## src/rtl/counter_arbiter_pkg.sv

```systemverilog
// Shared types and constants for the two-requester counter arbiter.
package counter_arbiter_pkg;

   typedef enum logic [1:0] {
      IDLE = 2'd0,
      RUN  = 2'd1,
      DONE = 2'd2
   } state_t;

   localparam int DEFAULT_WIDTH = 4;

   localparam logic REQ0 = 1'b0;
   localparam logic REQ1 = 1'b1;

endpackage

```

## src/rtl/counter_arbiter_count_core.sv

```systemverilog
// WIDTH-bit up-counter with synchronous clear and count enable.
module count_core
   import counter_arbiter_pkg::*;
#(
   parameter int WIDTH = DEFAULT_WIDTH
) (
   input  logic             clk,
   input  logic             rst,
   input  logic             clr,
   input  logic             en,
   output logic [WIDTH-1:0] q
);

   // Clear has priority so the arbiter can zero the counter in the same cycle it ends a run.
   always_ff @(posedge clk or negedge rst) begin
      if (!rst) begin
         q <= '0;
      end else if (clr) begin
         q <= '0;
      end else if (en) begin
         q <= q + WIDTH'(1);
      end
   end

endmodule

```

## src/rtl/counter_arbiter.sv

```systemverilog
// Round-robin owner of a shared counter: grants one requester a timed run from 0 to its length.
module counter_arbiter
   import counter_arbiter_pkg::*;
#(
   parameter int WIDTH = DEFAULT_WIDTH
) (
   input  logic             clk,
   input  logic             rst,
   input  logic [1:0]       req,
   input  logic [WIDTH-1:0] len0,
   input  logic [WIDTH-1:0] len1,
   output logic [1:0]       gnt,
   output logic             busy,
   output logic [WIDTH-1:0] q,
   output logic [1:0]       done
);

   state_t           state, next_state;
   logic             owner, next_owner;
   logic             last, next_last;
   logic [WIDTH-1:0] lim, next_lim;
   logic [1:0]       next_gnt, next_done;
   logic             next_busy;
   logic             clr, en;
   logic             win;

   count_core #(.WIDTH(WIDTH)) u_core (
      .clk (clk),
      .rst (rst),
      .clr (clr),
      .en  (en),
      .q   (q)
   );

   always_ff @(posedge clk or negedge rst) begin
      if (!rst) begin
         state <= IDLE;
         owner <= REQ0;
         last  <= REQ1;
         lim   <= '0;
         gnt   <= '0;
         done  <= '0;
         busy  <= 1'b0;
      end else begin
         state <= next_state;
         owner <= next_owner;
         last  <= next_last;
         lim   <= next_lim;
         gnt   <= next_gnt;
         done  <= next_done;
         busy  <= next_busy;
      end
   end

   // Outputs are computed one cycle ahead and registered, so req/len never reach a port combinationally.
   always_comb begin
      next_state = state;
      next_owner = owner;
      next_last  = last;
      next_lim   = lim;
      next_gnt   = gnt;
      next_done  = '0;
      next_busy  = busy;
      clr        = 1'b0;
      en         = 1'b0;
      win        = (req == 2'b11) ? ~last : req[1];

      case (state)
         IDLE: begin
            clr = 1'b1;
            if (|req) begin
               next_state = RUN;
               next_owner = win;
               next_lim   = win ? len1 : len0;
               next_gnt   = win ? 2'b10 : 2'b01;
               next_busy  = 1'b1;
            end
         end
         RUN: begin
            if (!req[owner]) begin
               next_state = IDLE;
               next_gnt   = '0;
               next_busy  = 1'b0;
               next_last  = owner;
               clr        = 1'b1;
            end else if (q == lim) begin
               next_state = DONE;
               next_done  = owner ? 2'b10 : 2'b01;
            end else begin
               en = 1'b1;
            end
         end
         DONE: begin
            next_state = IDLE;
            next_gnt   = '0;
            next_busy  = 1'b0;
            next_last  = owner;
            clr        = 1'b1;
         end
         default: begin
            next_state = IDLE;
            next_gnt   = '0;
            next_busy  = 1'b0;
            clr        = 1'b1;
         end
      endcase
   end

endmodule

```

## config.mk

```make
export PLATFORM = sky130hd
export DESIGN_NAME = counter_arbiter
export DESIGN_NICKNAME = d
export VERILOG_FILES = /design/src/rtl/counter_arbiter_pkg.sv /design/src/rtl/counter_arbiter_count_core.sv /design/src/rtl/counter_arbiter.sv
export SDC_FILE = /design/constraint.sdc
export NUM_CORES = 1
export LEC_CHECK = 0
export CAP_MARGIN = 0
export CORE_UTILIZATION = 42
export DETAILED_ROUTE_END_ITERATION = 10
export HOLD_SLACK_MARGIN = 0.15
export PLACE_DENSITY = 0.77
export SLEW_MARGIN = 20
export SYNTH_ARGS = -nofsm -noshare
export SYNTH_HDL_FRONTEND = slang
export SYNTH_SLANG_ARGS = --single-unit
```

## constraint.sdc

```tcl
create_clock -name clk -period 1.4 [get_ports clk]
set_input_delay 0.21 -clock clk [delete_from_list [all_inputs] [get_ports clk]]
set_output_delay 0.21 -clock clk [all_outputs]
set_load 0.02 [all_outputs]
```

Yosys cells after proc, flatten, opt, wreduce, memory -nomap -nowiden
Index checks and enable logic that the tools add are counted.
{"block": "classes", "n_eq_ne": 7, "n_reduce_logical": 8, "n_lt_le_gt_ge": 1, "bitwise_logic": 1, "mux": 28, "addsub": 1}
{"op": "2-to-1 mux 2 bit", "count": 10}
{"op": "2-to-1 mux 4 bit", "count": 3}
{"op": "2-to-1 mux 1 bit", "count": 11}
{"op": "one-hot mux 2 bit (2 select lines)", "count": 2}
{"op": "AND reduction 2 bit", "count": 4}
{"op": "adder 4 x 1 -> 4 bit (second input constant)", "count": 1}
{"op": "equality test 2 bit (second input constant)", "count": 2}
{"op": "equality test 4 bit", "count": 1}
{"op": "!= test 2 bit (second input constant)", "count": 2}
{"op": "one-hot mux 1 bit (2 select lines)", "count": 2}
{"op": "nonzero test 2 bit", "count": 2}
{"op": "!= test 3 bit (second input constant)", "count": 1}
{"op": "equality test 2 x 1 -> 1 bit (second input constant)", "count": 1}
{"op": "logical NOT 2 bit", "count": 1}
{"op": "< comparator 1 x 2 -> 1 bit (second input constant)", "count": 1}
{"op": "OR reduction 2 bit", "count": 1}
{"op": "inverter 1 bit", "count": 1}
{"block": "totals", "inputBits": 12, "regBits": 17, "elab_cells": 54, "out_inout_bits": 9}

Depth between registers and ports, before layout
Gate-level depths: netlist of run 1.
{"block": "logic_depth", "word_depth": 6, "mapped_depth": 5, "mapped_depth_nobuf": 4}

Hierarchy
A second synthesis of run 1 with hierarchy kept.
{"block": "hier_totals", "cells_unflattened": 74, "hier_area_um2": 877.1}
{"module": "counter_arbiter", "area_per_inst_um2": 684.4, "instances": 1, "seq_area_each_um2": 326.6, "cells_per_inst": 58}
{"module": "count_core", "area_per_inst_um2": 192.7, "instances": 1, "seq_area_each_um2": 100.1, "cells_per_inst": 16}

Worst setup path after synthesis of run 1
No wires, ideal clock.
{"block": "synth_timing", "kind": "register to register", "startpoint": "register u_core.q[0]", "endpoint": "register u_core.q[1]", "setup_ns": 0.121, "path_stages_with_launch": 5, "n_path_buf": 0, "slack_ns": -0.105, "arrival_time_ns": 1.385, "synth_period_minus_slack_ns": 1.505, "required_time_ns": 1.279, "cell_sequence": "dfrtp_1 > xor2_1 > nor4_4 > mux2i_1 > nor2_1"}
{"block": "synth_between", "elab_chain_cells": 5, "word_cells_on_any_way": 8, "classes_between": "add/sub (1); eq/ne (1); mux (5); reduce/logical (1)"}
{"element": "start, declared", "line_no": "counter_arbiter_count_core.sv:11", "source": "output logic [WIDTH-1:0] q"}
{"element": "start signal, assigned", "line_no": "counter_arbiter_count_core.sv:21", "source": "q <= q + WIDTH'(1);"}
{"element": "equality test 4 bit", "line_no": "counter_arbiter.sv:86", "source": "end else if (q == lim) begin"}
{"element": "2-to-1 mux 1 bit", "line_no": "counter_arbiter.sv:86"}
{"element": "2-to-1 mux 1 bit", "line_no": "counter_arbiter.sv:80", "source": "if (!req[owner]) begin"}
{"element": "2-to-1 mux 1 bit", "line_no": "counter_arbiter.sv:68", "source": "case (state)"}
{"element": "nonzero test 2 bit (no source line)"}
Several ways; a longest one is shown, not always the timed one. The select of a mux whose other input is x is not followed.
A chain may end at the register's enable or synchronous reset.

Worst setup path in the final report of run 1
{"block": "layout_timing", "startpoint": "register lim[1]", "endpoint": "register u_core.q[1]"}
{"block": "layout_between", "elab_chain_cells": 5}
{"element": "start, declared", "line_no": "counter_arbiter.sv:21", "source": "logic [WIDTH-1:0] lim, next_lim;"}
{"element": "start signal, assigned", "line_no": "counter_arbiter.sv:48", "source": "lim <= next_lim;"}
{"element": "equality test 4 bit", "line_no": "counter_arbiter.sv:86"}
{"element": "2-to-1 mux 1 bit", "line_no": "counter_arbiter.sv:86"}
{"element": "2-to-1 mux 1 bit", "line_no": "counter_arbiter.sv:80"}
{"element": "2-to-1 mux 1 bit", "line_no": "counter_arbiter.sv:68"}
{"element": "nonzero test 2 bit (no source line)"}
No other way between the ends.

==> load_flow_metrics.sql, run 1 <==
INSERT INTO impl_metrics (metric_group, metric, value, unit) VALUES
('outcome', 'run_status', 'finished, violations left', ''),
('outcome', 'failed_checks', 'negative setup slack', ''),
('sta', 'post_route_hold_slack', '160', 'ps'),
('power_and_ir_drop', 'finalPower', '2.22', 'mW'),
('sta', 'maxClockFrequency', '692', 'MHz'),
('route', 'route.detailed.vias_per_inst', '5.15', ''),
('floorplan', 'boundaryPins', '21', ''),
('route', 'top_layer_used', 'met4', ''),
('power_and_ir_drop', 'leakage_dissipation', '0.581', 'nW'),
('power_and_ir_drop', 'p_seq_frac', '0.371', ''),
('route', 'wl', '1800', 'µm'),
('power_and_ir_drop', 'ir_drop', '0.00117', 'V'),
('layout', 'final_util', '0.674', ''),
('sta', 'post-route-worst-setup-slack', '-45.9', 'ps'),
('clock_tree', 'cts_tree', 'built', ''),
('power_and_ir_drop', 'pwr-share-clk', '0.119', ''),
('layout', 'layout.filler_cells', '145', ''),
('critical_path', 'worst_setup_path_end_kind', 'flop', ''),
('critical_path', 'worstSetupStartpointType', 'flop', ''),
('clock_tree', 'h-tree-depth', '1', ''),
('floorplan', 'dieArea', '2180', 'µm²'),
('route', 'wl_per_cell', '12.9', 'µm'),
('clock_tree', 'cts_buffer_depth', '2', ''),
('floorplan', 'fp.dieH', '46.7', 'µm'),
('logic_synthesis', 'yosysWarnings', '0', ''),
('clock_tree', 'clk_transition_reported_paths', '100', 'ps'),
('global_routing', 'antenna_violations_before_repair', '0', ''),
('global_routing', 'number_of_global_route_vias_before_repair', '669', ''),
('clock_tree', 'numCtsBuffers', '3', ''),
('logic_synthesis', 'postSynthCellCount', '76', ''),
('logic_synthesis', 'synth.avg_cell_area', '11.0', 'µm²'),
('global_routing', 'grtUsageTotal', '0.193', ''),
('global_routing', 'global_route_wire_length_before_repair', '2860', 'µm'),
('layout', 'n_antenna_cell', '0', ''),
('logic_synthesis', 'syn-cell-area', '838', 'µm²'),
('clock_tree', 'ctsRootBufferMaster', 'sky130_fd_sc_hd__clkbuf_4', ''),
('route', 'wl_met3', '87', 'µm'),
('route', 'drt_iter0_drc', '19', ''),
('min_path', 'min-delay-path-class', 'in2async', ''),
('layout', 'instances_no_fill', '139', ''),
('logic_synthesis', 'post_synth_main_area_contributors', 'sky130_fd_sc_hd__dfrtp_1, sky130_fd_sc_hd__mux2i_1, sky130_fd_sc_hd__xor2_1, sky130_fd_sc_hd__o21ai_0, sky130_fd_sc_hd__dfstp_2', ''),
('sta', 'worst_slew_margin_rel', '0.755', ''),
('layout', 'nNetsFinal', '128', ''),
('sta', 'setup_viol_count_final', '3', ''),
('global_routing', 'grt.overflow.total', '0', ''),
('job', 'max_cap_violations', '0', ''),
('critical_path', 'worst_ep_arrival_time', '1630', 'ps'),
('sta', 'drv_slew', '0', ''),
('route', 'total_number_of_vias', '716', ''),
('critical_path', 'critical_path_required', '1590', 'ps'),
('logic_synthesis', 'sequential_area_share_after_synthesis', '0.509', ''),
('placement', 'io_buffers', '20', ''),
('route', 'drt-met1-wl', '809', 'µm'),
('clock_tree', 'cts.hold.buffers_added', '0', ''),
('sta', 'period_share', '1.03', ''),
('route', 'met2_layer_wire_length_in_the_routed_design', '878', 'µm'),
('layout', 'mostFrequentLayoutCell', 'sky130_fd_sc_hd__buf_4', ''),
('sta', 'rsz_0062_raised_after_global_routing', 'yes', ''),
('logic_synthesis', 'postSynthNetCount', '89', ''),
('layout', 'drive_gt1_frac', '0.351', ''),
('floorplan', 'floorplan.rows', '15', ''),
('route', 'detail_route.drc_violations', '0', ''),
('sta', 'final-hold-violation-count', '0', ''),
('layout', 'mostFrequentLayoutCells', 'sky130_fd_sc_hd__buf_4, sky130_fd_sc_hd__dfrtp_1, sky130_fd_sc_hd__clkdlybuf4s50_1', ''),
('layout', 'syn_to_final_growth', '44.9', '%'),
('sta', 'tightest_slew', '365', 'ps'),
('route', 'detail_route.first_pass.iterations', '4', ''),
('sta', 'layout_min_cycle_time', '1450', 'ps'),
('placement', 'place_inst', '135', ''),
('power_and_ir_drop', 'power_switching', '879', 'µW'),
('floorplan', 'initial_core_util', '0.465', '');
==> metal layers <==
layer  track usage  vias to the layer above
met1         0.255                      348
met3        0.0588                        4
met4        0.0686                        0
met2         0.297                       21
met5             0                        -
li1              -                      343
==> flip-flops by register name, summed over array words and instances (netlist names) <==
register,flops
busy,1
done,2
gnt,2
last,1
lim,4
owner,1
state,2
u_core.q,4
==> final timing paths <==
check / end / startpoint / slack [ps] / cells after the start
worst max-delay path: u_core.q[1]$_DFFE_PN0P_ / lim[1]$_DFFE_PN0P_ / -50 / 5
worst min-delay path: busy$_DFFE_PN0P_ / rst / 160 / 1
worst max register to register: u_core.q[1]$_DFFE_PN0P_ / lim[1]$_DFFE_PN0P_ / -50 / 5
worst min register to register: gnt[0]$_DFFE_PN0P_ / gnt[0]$_DFFE_PN0P_ / 500 / 1
max in group asynchronous: last$_DFFE_PN1P_ / rst / 760 / 2
min in group clk: done[1]$_DFF_PN0_ / req[1] / 350 / 3
==> logic make-up (layout without fill, tap and decap cells) <==
family          after synthesis  after routing  synth area share
simple gates                 25             25             0.178
compound gates               18             18             0.146
flops                        17             17             0.509
mux                           6              6            0.0731
xor+xnor                      5              5            0.0522
buf+inv                       4             42            0.0269
fa+ha+maj                     1              1            0.0149
==> through the flow <==
step | cell area [µm²] | setup TNS [ps]
after floorplan | 848 | -115
after global placement | 1180 | -1530
after detailed placement | 1180 | -2030
after CTS | 1230 | -96.0
after global routing | 1210 | -466
final | 1210 | -88.2
==> power by group through the flow <==
| stage | clock (mW) | combinational, mW | sequential [mW] |
|---|---|---|---|
| after CTS | 0.266 | 1.12 | 0.823 |
| after floorplan | 0 | 0.561 | 0.914 |
| after global routing | 0.289 | 1.23 | 0.842 |
| after detailed placement | 0 | 1.11 | 0.821 |
| after global placement | 0 | 1.08 | 0.809 |
| final | 0.264 | 1.13 | 0.823 |
==> final cells by class <==
| class | instances | area share |
|---|---|---|
| clock buffers | 3 | 0.0185 |
| clock inverters | 1 | 0.00412 |
| inverters | 3 | 0.00927 |
| multi-input cells | 55 | 0.355 |
| flip-flops and latches | 17 | 0.353 |
| well taps | 25 | 0.0257 |
| repair buffers | 35 | 0.234 |
==> what timing repair did <==
action	in CTS	in global routing
pin swaps	5	2
buffers inserted	1	0
setup endpoints to repair	15	10
cloned	0	0
gates resized for setup	18	7
==> worst max-delay path: stages (launching register included) <==
cell	delay, ps
sky130_fd_sc_hd__dfrtp_1	420
sky130_fd_sc_hd__xor2_2	200
sky130_fd_sc_hd__nor4_4	290
sky130_fd_sc_hd__buf_4	190
sky130_fd_sc_hd__mux2i_1	180
sky130_fd_sc_hd__nor2_1	70
==> cells in the mapped netlist (all sizes together) <==
| library cell | instances |
|---|---|
| o211ai | 2 |
| nor4 | 1 |
| nor3b | 2 |
| mux2 | 1 |
| mux2i | 5 |
| nor2 | 8 |
| o2bb2ai | 1 |
| inv | 3 |
| nand2b | 1 |
| ha | 1 |
| nor3 | 1 |
| nand3 | 1 |
| nand2 | 6 |
| a21boi | 1 |
| o221a | 1 |
| and3 | 2 |
| o21ai | 7 |
| dfstp | 1 |
| a21oi | 3 |
| a21o | 2 |
| a221o | 1 |
| xor2 | 5 |
| or3 | 3 |
| buf | 1 |
| dfrtp | 16 |
No activity file was read; power rests on OpenSTA's default activity.
==> run 2: changes to the inputs <==
--- a/config.mk
+++ b/config.mk
@@ -8,6 +8,7 @@
 export CAP_MARGIN = 0
 export CORE_UTILIZATION = 42
 export DETAILED_ROUTE_END_ITERATION = 10
+export GPL_TIMING_DRIVEN = 0
 export HOLD_SLACK_MARGIN = 0.15
 export PLACE_DENSITY = 0.77
 export SLEW_MARGIN = 20
==> run 2 against run 1 <==
- the flow still finishes with violations (negative setup slack)
- critical endpoint unchanged
- die area unchanged
- critical path depth unchanged
- sequential cell count unchanged
- wire length decreased by 12%
- non-clock buffer count decreased by 8
- first-iteration DRC count decreased by 58%
- global-route usage decreased by 1.7 points
- sequential power increased by 2.6%
- worst setup slack got worse by 0.68 ps
- total power decreased by 4.7%
==> load_flow_metrics.sql, run 2 (synthesis results as in run 1) <==
INSERT INTO impl_metrics (metric_group, metric, value, unit) VALUES
('outcome', 'run_status', 'finished, violations left', ''),
('outcome', 'failed_checks', 'negative setup slack', ''),
('global_routing', 'global_route_wire_length_before_repair', '2630', 'µm'),
('placement', 'place_inst', '121', ''),
('critical_path', 'worstSetupPathDepth', '5', ''),
('layout', 'nNetsFinal', '120', ''),
('placement', 'place.detailed.hpwl', '1150', 'µm'),
('critical_path', 'worst_setup_path_end_kind', 'flop', ''),
('route', 'wl', '1580', 'µm'),
('global_routing', 'antenna_violations_before_repair', '0', ''),
('clock_tree', 'clk_transition_reported_paths', '100', 'ps'),
('sta', 'post-route-worst-setup-slack', '-46.6', 'ps'),
('critical_path', 'worst-path-buf-inv', '1', ''),
('clock_tree', 'cts.hold.buffers_added', '0', ''),
('global_routing', 'largest_net_degree_at_the_start_of_global_routing', '18', ''),
('sta', 'post_route_hold_slack', '339', 'ps'),
('sta', 'worst_slew_margin_rel', '0.519', ''),
('sta', 'fin_setup_tns', '-58.3', 'ps'),
('layout', 'mostFrequentLayoutCells', 'sky130_fd_sc_hd__dfrtp_1, sky130_fd_sc_hd__clkdlybuf4s50_1, sky130_fd_sc_hd__dlygate4sd2_1', ''),
('clock_tree', 'numCtsBuffers', '3', ''),
('sta', 'period_share', '1.03', ''),
('route', 'detail-route-antenna-nets', '0', ''),
('floorplan', 'floorplan.rows', '15', ''),
('critical_path', 'crit_family', 'flip-flops', ''),
('global_routing', 'grt.overflow.total', '0', ''),
('clock_tree', 'clock_sinks', '17', ''),
('critical_path', 'critical_path_required', '1580', 'ps'),
('route', 'detail_route.drc_violations', '0', ''),
('layout', 'n_antenna_cell', '0', ''),
('clock_tree', 'cts_tree', 'built', ''),
('clock_tree', 'worstSkewPairLatency', '290', 'ps'),
('floorplan', 'boundaryPins', '21', ''),
('min_path', 'min-delay-path-class', 'in2async', ''),
('job', 'max_cap_violations', '0', ''),
('sta', 'maxClockFrequency', '691', 'MHz'),
('power_and_ir_drop', 'p_per_area', '1820', 'nW/µm²'),
('floorplan', 'initial_core_util', '0.465', ''),
('layout', 'biggestRegsByFlops', 'lim: 4 flops, u_core.q: 4 flops', ''),
('sta', 'final-hold-violation-count', '0', ''),
('floorplan', 'fp.dieH', '46.7', 'µm'),
('global_routing', 'number_of_global_route_vias_before_repair', '575', ''),
('floorplan', 'dieArea', '2180', 'µm²'),
('power_and_ir_drop', 'finalPower', '2.12', 'mW'),
('critical_path', 'crit_fanout', '6', ''),
('layout', 'syn_to_final_growth', '38.5', '%'),
('sta', 'setup_viol_count_final', '2', ''),
('route', 'route.detailed.vias_per_inst', '5.04', ''),
('sta', 'tightest_slew', '719', 'ps'),
('sta', 'drv_slew', '0', ''),
('layout', 'final_util', '0.644', ''),
('floorplan', 'die_w', '46.7', 'µm'),
('route', 'total_number_of_vias', '660', ''),
('layout', 'drive_gt1_frac', '0.311', ''),
('critical_path', 'reg2regPathDepth', '5', ''),
('global_routing', 'grtUsageTotal', '0.176', ''),
('sta', 'rsz_0062_raised_after_global_routing', 'yes', ''),
('critical_path', 'worstSetupStartpointType', 'flop', ''),
('power_and_ir_drop', 'leakage_dissipation', '0.536', 'nW'),
('sta', 'fin_worst_skew', '4.13', 'ps'),
('critical_path', 'worstPathCellList', 'xor2_2 -> nor4_4 -> buf_4 -> mux2i_1 -> nor2_1', ''),
('clock_tree', 'cts_buffer_depth', '2', ''),
('critical_path', 'critical_path.max_stage_delay', '450', 'ps'),
('placement', 'gp_congestion', '0.763', ''),
('route', 'wl_per_cell', '12.1', 'µm'),
('critical_path', 'path_class', 'reg2reg', ''),
('sta', 'layout_min_cycle_time', '1450', 'ps'),
('layout', 'layout.filler_cells', '150', ''),
('clock_tree', 'h-tree-depth', '1', ''),
('route', 'detail_route.first_pass.iterations', '4', ''),
('floorplan', 'coreArea', '1800', 'µm²'),
('layout', 'instances_no_fill', '131', ''),
('placement', 'io_buffers', '20', ''),
('critical_path', 'critPathSlowestCell', 'sky130_fd_sc_hd__dfrtp_2', ''),
('clock_tree', 'ctsRootBufferMaster', 'sky130_fd_sc_hd__clkbuf_4', ''),
('route', 'drt_iter0_drc', '8', ''),
('critical_path', 'worst_ep_arrival_time', '1620', 'ps'),
('layout', 'mostFrequentLayoutCell', 'sky130_fd_sc_hd__dfrtp_1', ''),
('power_and_ir_drop', 'ir_drop', '0.00130', 'V');
-- run 2: where the power goes --
group / leakage (nW) / switching (mW) / internal, mW / total [mW]
Clock: 0.0177 / 0.156 / 0.106 / 0.262
Sequential: 0.210 / 0.160 / 0.684 / 0.844
Combinational: 0.308 / 0.523 / 0.487 / 1.01
-- run 2: worst paths after layout --
check                                         from                       to  slack (ps)
min                                            rst         busy$_DFFE_PN0P_         340
max reg2reg                u_core.q[1]$_DFFE_PN0P_  u_core.q[1]$_DFFE_PN0P_         -50
min in group clk                            req[1]        done[1]$_DFF_PN0_         350
min reg2reg                     gnt[1]$_DFFE_PN0P_       gnt[1]$_DFFE_PN0P_         490
max                        u_core.q[1]$_DFFE_PN0P_  u_core.q[1]$_DFFE_PN0P_         -50
max in group asynchronous                      rst  u_core.q[1]$_DFFE_PN0P_         560
-- run 2: repair_timing --
| action | CTS | global route |
|---|---|---|
| pin swaps | 3 | 4 |
| endpoints found under the setup margin | 22 | 9 |
| hold endpoints to repair | 0 | 0 |
| gates resized for setup | 17 | 7 |
| setup buffers | 5 | 2 |
-- run 2: final cells by class --
type | count | area, µm² | share of cell area
Clock inverter | 1 | 5.00 | 0.00431
Timing Repair Buffer | 27 | 231 | 0.199
Clock buffer | 3 | 22.5 | 0.0194
Sequential cell | 17 | 433 | 0.373
Tap cell | 25 | 31.3 | 0.0269
Multi-Input combinational cell | 55 | 427 | 0.367
Inverter | 3 | 11.3 | 0.00970
-- run 2: worst reg2reg max path, stage by stage (launching register included) --
cell                      delay (ps)
sky130_fd_sc_hd__dfrtp_2         450
sky130_fd_sc_hd__xor2_2          170
sky130_fd_sc_hd__nor4_4          300
sky130_fd_sc_hd__buf_4           190
sky130_fd_sc_hd__mux2i_1         180
sky130_fd_sc_hd__nor2_1           50
-- run 2: per-stage QoR --
stage / worst slack, ps / instance area, µm²
3_5_place_dp: -501 / 1080
6_report: -46.6 / 1160
5_1_grt: -108 / 1160
2_1_floorplan: -54.6 / 848
4_1_cts: -30.8 / 1160
3_3_place_gp: -469 / 1080
-- run 2: routing by layer --
metal / vias to the layer above / routed length, µm / track usage
met5: - / 0 / 0
met4: 0 / 12 / 0.0857
met3: 2 / 58 / 0.0353
met2: 15 / 754 / 0.250
met1: 319 / 754 / 0.254
li1: 324 / - / -
==> run 3: changes to the inputs <==
--- a/config.mk
+++ b/config.mk
@@ -6,11 +6,11 @@
 export NUM_CORES = 1
 export LEC_CHECK = 0
 export CAP_MARGIN = 0
-export CORE_UTILIZATION = 42
+export CORE_UTILIZATION = 40
 export DETAILED_ROUTE_END_ITERATION = 10
 export GPL_TIMING_DRIVEN = 0
 export HOLD_SLACK_MARGIN = 0.15
-export PLACE_DENSITY = 0.77
+export PLACE_DENSITY = 0.74
 export SLEW_MARGIN = 20
 export SYNTH_ARGS = -nofsm -noshare
 export SYNTH_HDL_FRONTEND = slang
==> run 3 against run 2 <==
- total power shrank 1.3%
- the run still ends with negative setup slack left
- critical path type unchanged
- largest cell class unchanged
- first-iteration DRC count shrank 38%
- sequential power grew 0.9%
- worst setup slack gained 22 ps
==> load_flow_metrics.sql, run 3 (synthesis results as in run 1) <==
INSERT INTO impl_metrics (metric_group, metric, value, unit) VALUES
('critical_path', 'r2r-start', 'u_core.q[0]$_DFFE_PN0P_', ''),
('power_and_ir_drop', 'finalPower', '2.09', 'mW'),
('sta', 'setup_viol_count_final', '3', ''),
('clock_tree', 'worstSkewPairLatency', '280', 'ps'),
('floorplan', 'die_w', '47.8', 'µm'),
('sta', 'fin_setup_tns', '-30.8', 'ps'),
('sta', 'worst_slew_margin_rel', '0.509', ''),
('floorplan', 'boundaryPins', '21', ''),
('global_routing', 'number_of_global_route_vias_before_repair', '643', ''),
('route', 'route.detailed.vias_per_inst', '5.08', ''),
('power_and_ir_drop', 'p_int', '1.25', 'mW'),
('route', 'wl', '1760', 'µm'),
('route', 'detail-route-antenna-nets', '0', ''),
('clock_tree', 'h-tree-depth', '1', ''),
('critical_path', 'worst_setup_path_end_kind', 'flop', ''),
('sta', 'rsz_0062_raised_after_global_routing', 'yes', ''),
('layout', 'instances_no_fill', '130', ''),
('placement', 'dp_slack', '-494', 'ps'),
('route', 'total_number_of_vias', '661', ''),
('route', 'wl_per_cell', '13.6', 'µm'),
('sta', 'layout_min_cycle_time', '1420', 'ps'),
('outcome', 'run_status', 'finished, violations left', ''),
('critical_path', 'critical_path_required', '1580', 'ps'),
('sta', 'drv_slew', '0', ''),
('critical_path', 'path_class', 'reg2reg', ''),
('sta', 'final-hold-violation-count', '0', ''),
('floorplan', 'coreArea', '1960', 'µm²'),
('layout', 'layout.filler_cells', '182', ''),
('layout', 'final_util', '0.582', ''),
('layout', 'n_antenna_cell', '0', ''),
('global_routing', 'grtUsageTotal', '0.173', ''),
('layout', 'drive_gt1_frac', '0.262', ''),
('floorplan', 'fp.dieH', '47.8', 'µm'),
('power_and_ir_drop', 'ir_drop', '0.000938', 'V'),
('outcome', 'failed_checks', 'negative setup slack', ''),
('floorplan', 'floorplan.rows', '16', ''),
('min_path', 'min-delay-path-class', 'in2async', ''),
('layout', 'final_cell_area', '1140', 'µm²'),
('clock_tree', 'numCtsBuffers', '3', ''),
('clock_tree', 'cts_buffer_depth', '2', ''),
('layout', 'syn_to_final_growth', '36.1', '%'),
('route', 'drt_iter0_drc', '5', ''),
('sta', 'period_share', '1.02', ''),
('power_and_ir_drop', 'pwr-share-clk', '0.125', ''),
('sta', 'fin_worst_skew', '3.27', 'ps'),
('clock_tree', 'ctsRootBufferMaster', 'sky130_fd_sc_hd__clkbuf_4', ''),
('sta', 'post-route-worst-setup-slack', '-24.8', 'ps'),
('power_and_ir_drop', 'power_switching', '834', 'µW'),
('placement', 'gp_congestion', '0.845', ''),
('power_and_ir_drop', 'p_per_area', '1830', 'nW/µm²'),
('critical_path', 'worstSetupStartpointType', 'flop', ''),
('layout', 'biggestRegsByFlops', 'lim: 4 flops, u_core.q: 4 flops', ''),
('power_and_ir_drop', 'leakage_dissipation', '0.521', 'nW'),
('sta', 'tightest_slew', '734', 'ps'),
('layout', 'nNetsFinal', '117', ''),
('placement', 'place.detailed.hpwl', '1210', 'µm'),
('job', 'max_cap_violations', '0', ''),
('power_and_ir_drop', 'p_seq_frac', '0.408', ''),
('global_routing', 'antenna_violations_before_repair', '0', ''),
('clock_tree', 'cts_tree', 'built', ''),
('sta', 'post_route_hold_slack', '350', 'ps'),
('clock_tree', 'clk_transition_reported_paths', '100', 'ps'),
('critical_path', 'crit_fanout', '9', ''),
('clock_tree', 'clock_sinks', '17', ''),
('placement', 'place_inst', '123', ''),
('route', 'detail_route.drc_violations', '0', ''),
('layout', 'area_of_the_multi_input_gates', '419', 'µm²'),
('global_routing', 'largest_net_degree_at_the_start_of_global_routing', '18', ''),
('critical_path', 'reg2regPathDepth', '5', ''),
('layout', 'mostFrequentLayoutCells', 'sky130_fd_sc_hd__dfrtp_1, sky130_fd_sc_hd__dlygate4sd2_1, sky130_fd_sc_hd__clkdlybuf4s50_1', ''),
('power_and_ir_drop', 'p_sw_frac', '0.400', ''),
('layout', 'seq_area', '434', 'µm²'),
('floorplan', 'initial_core_util', '0.427', ''),
('power_and_ir_drop', 'comb_power_share', '0.466', ''),
('global_routing', 'global_route_wire_length_before_repair', '2680', 'µm'),
('placement', 'io_buffers', '20', ''),
('critical_path', 'regToRegSetupSlack', '-20', 'ps'),
('sta', 'maxClockFrequency', '702', 'MHz'),
('clock_tree', 'cts.hold.buffers_added', '0', ''),
('floorplan', 'dieArea', '2280', 'µm²'),
('placement', 'detailed_place.area', '1080', 'µm²'),
('critical_path', 'critical_path.reg2reg.endpoint', 'u_core.q[1]$_DFFE_PN0P_', ''),
('global_routing', 'grt.overflow.total', '0', ''),
('critical_path', 'worst_ep_arrival_time', '1600', 'ps'),
('route', 'detail_route.first_pass.iterations', '4', '');
[run 3: worst max-delay path, cell delays in order (launching register included)]
cell and delay, ps:
sky130_fd_sc_hd__dfrtp_2 450, sky130_fd_sc_hd__xor2_2 190, sky130_fd_sc_hd__nor4_4 280, sky130_fd_sc_hd__buf_6 170, sky130_fd_sc_hd__mux2i_1 180, sky130_fd_sc_hd__nor2_1 50
[run 3: how the worst max path moves through the flow]
stage                                  startpoint                      end  slack, ps  cells after the start
after floorplan           u_core.q[1]$_DFFE_PN0P_  u_core.q[1]$_DFFE_PN0P_        -50                      4
after global placement                     req[0]       lim[2]$_DFFE_PN0P_       -460                      5
after detailed placement                   req[0]       lim[2]$_DFFE_PN0P_       -490                      5
after CTS                 u_core.q[0]$_DFFE_PN0P_  u_core.q[1]$_DFFE_PN0P_        -20                      5
after global routing      u_core.q[0]$_DFFE_PN0P_  u_core.q[1]$_DFFE_PN0P_        -80                      5
final                     u_core.q[0]$_DFFE_PN0P_  u_core.q[1]$_DFFE_PN0P_        -20                      5
[run 3: what timing repair did]
item | 4_1_cts | 5_1_grt
pin swaps | 4 | 0
buffers inserted | 4 | 0
gates resized for setup | 18 | 3
endpoints found under the setup margin | 19 | 9
[run 3: area by class of cell]
| type | count | share of cell area |
|---|---|---|
| Clock buffer | 4 | 0.0230 |
| Inverter | 3 | 0.00987 |
| Multi-Input combinational cell | 55 | 0.367 |
| Sequential cell | 17 | 0.380 |
| Tap cell | 27 | 0.0296 |
| Timing Repair Buffer | 24 | 0.190 |
[run 3: power groups by stage]
stage / Combinational [mW] / Sequential [mW] / Clock, mW
2_1_floorplan: 0.561 / 0.914 / 0
3_3_place_gp: 0.883 / 0.862 / 0
3_5_place_dp: 0.898 / 0.873 / 0
4_1_cts: 0.999 / 0.841 / 0.267
5_1_grt: 1.07 / 0.878 / 0.287
6_report: 0.973 / 0.852 / 0.262
[run 3: metal layers]
layer | track usage | wire length (µm)
met4 | 0.0667 | 8
met2 | 0.311 | 952
met5 | 0 | 0
met1 | 0.208 | 763
met3 | 0.0226 | 38
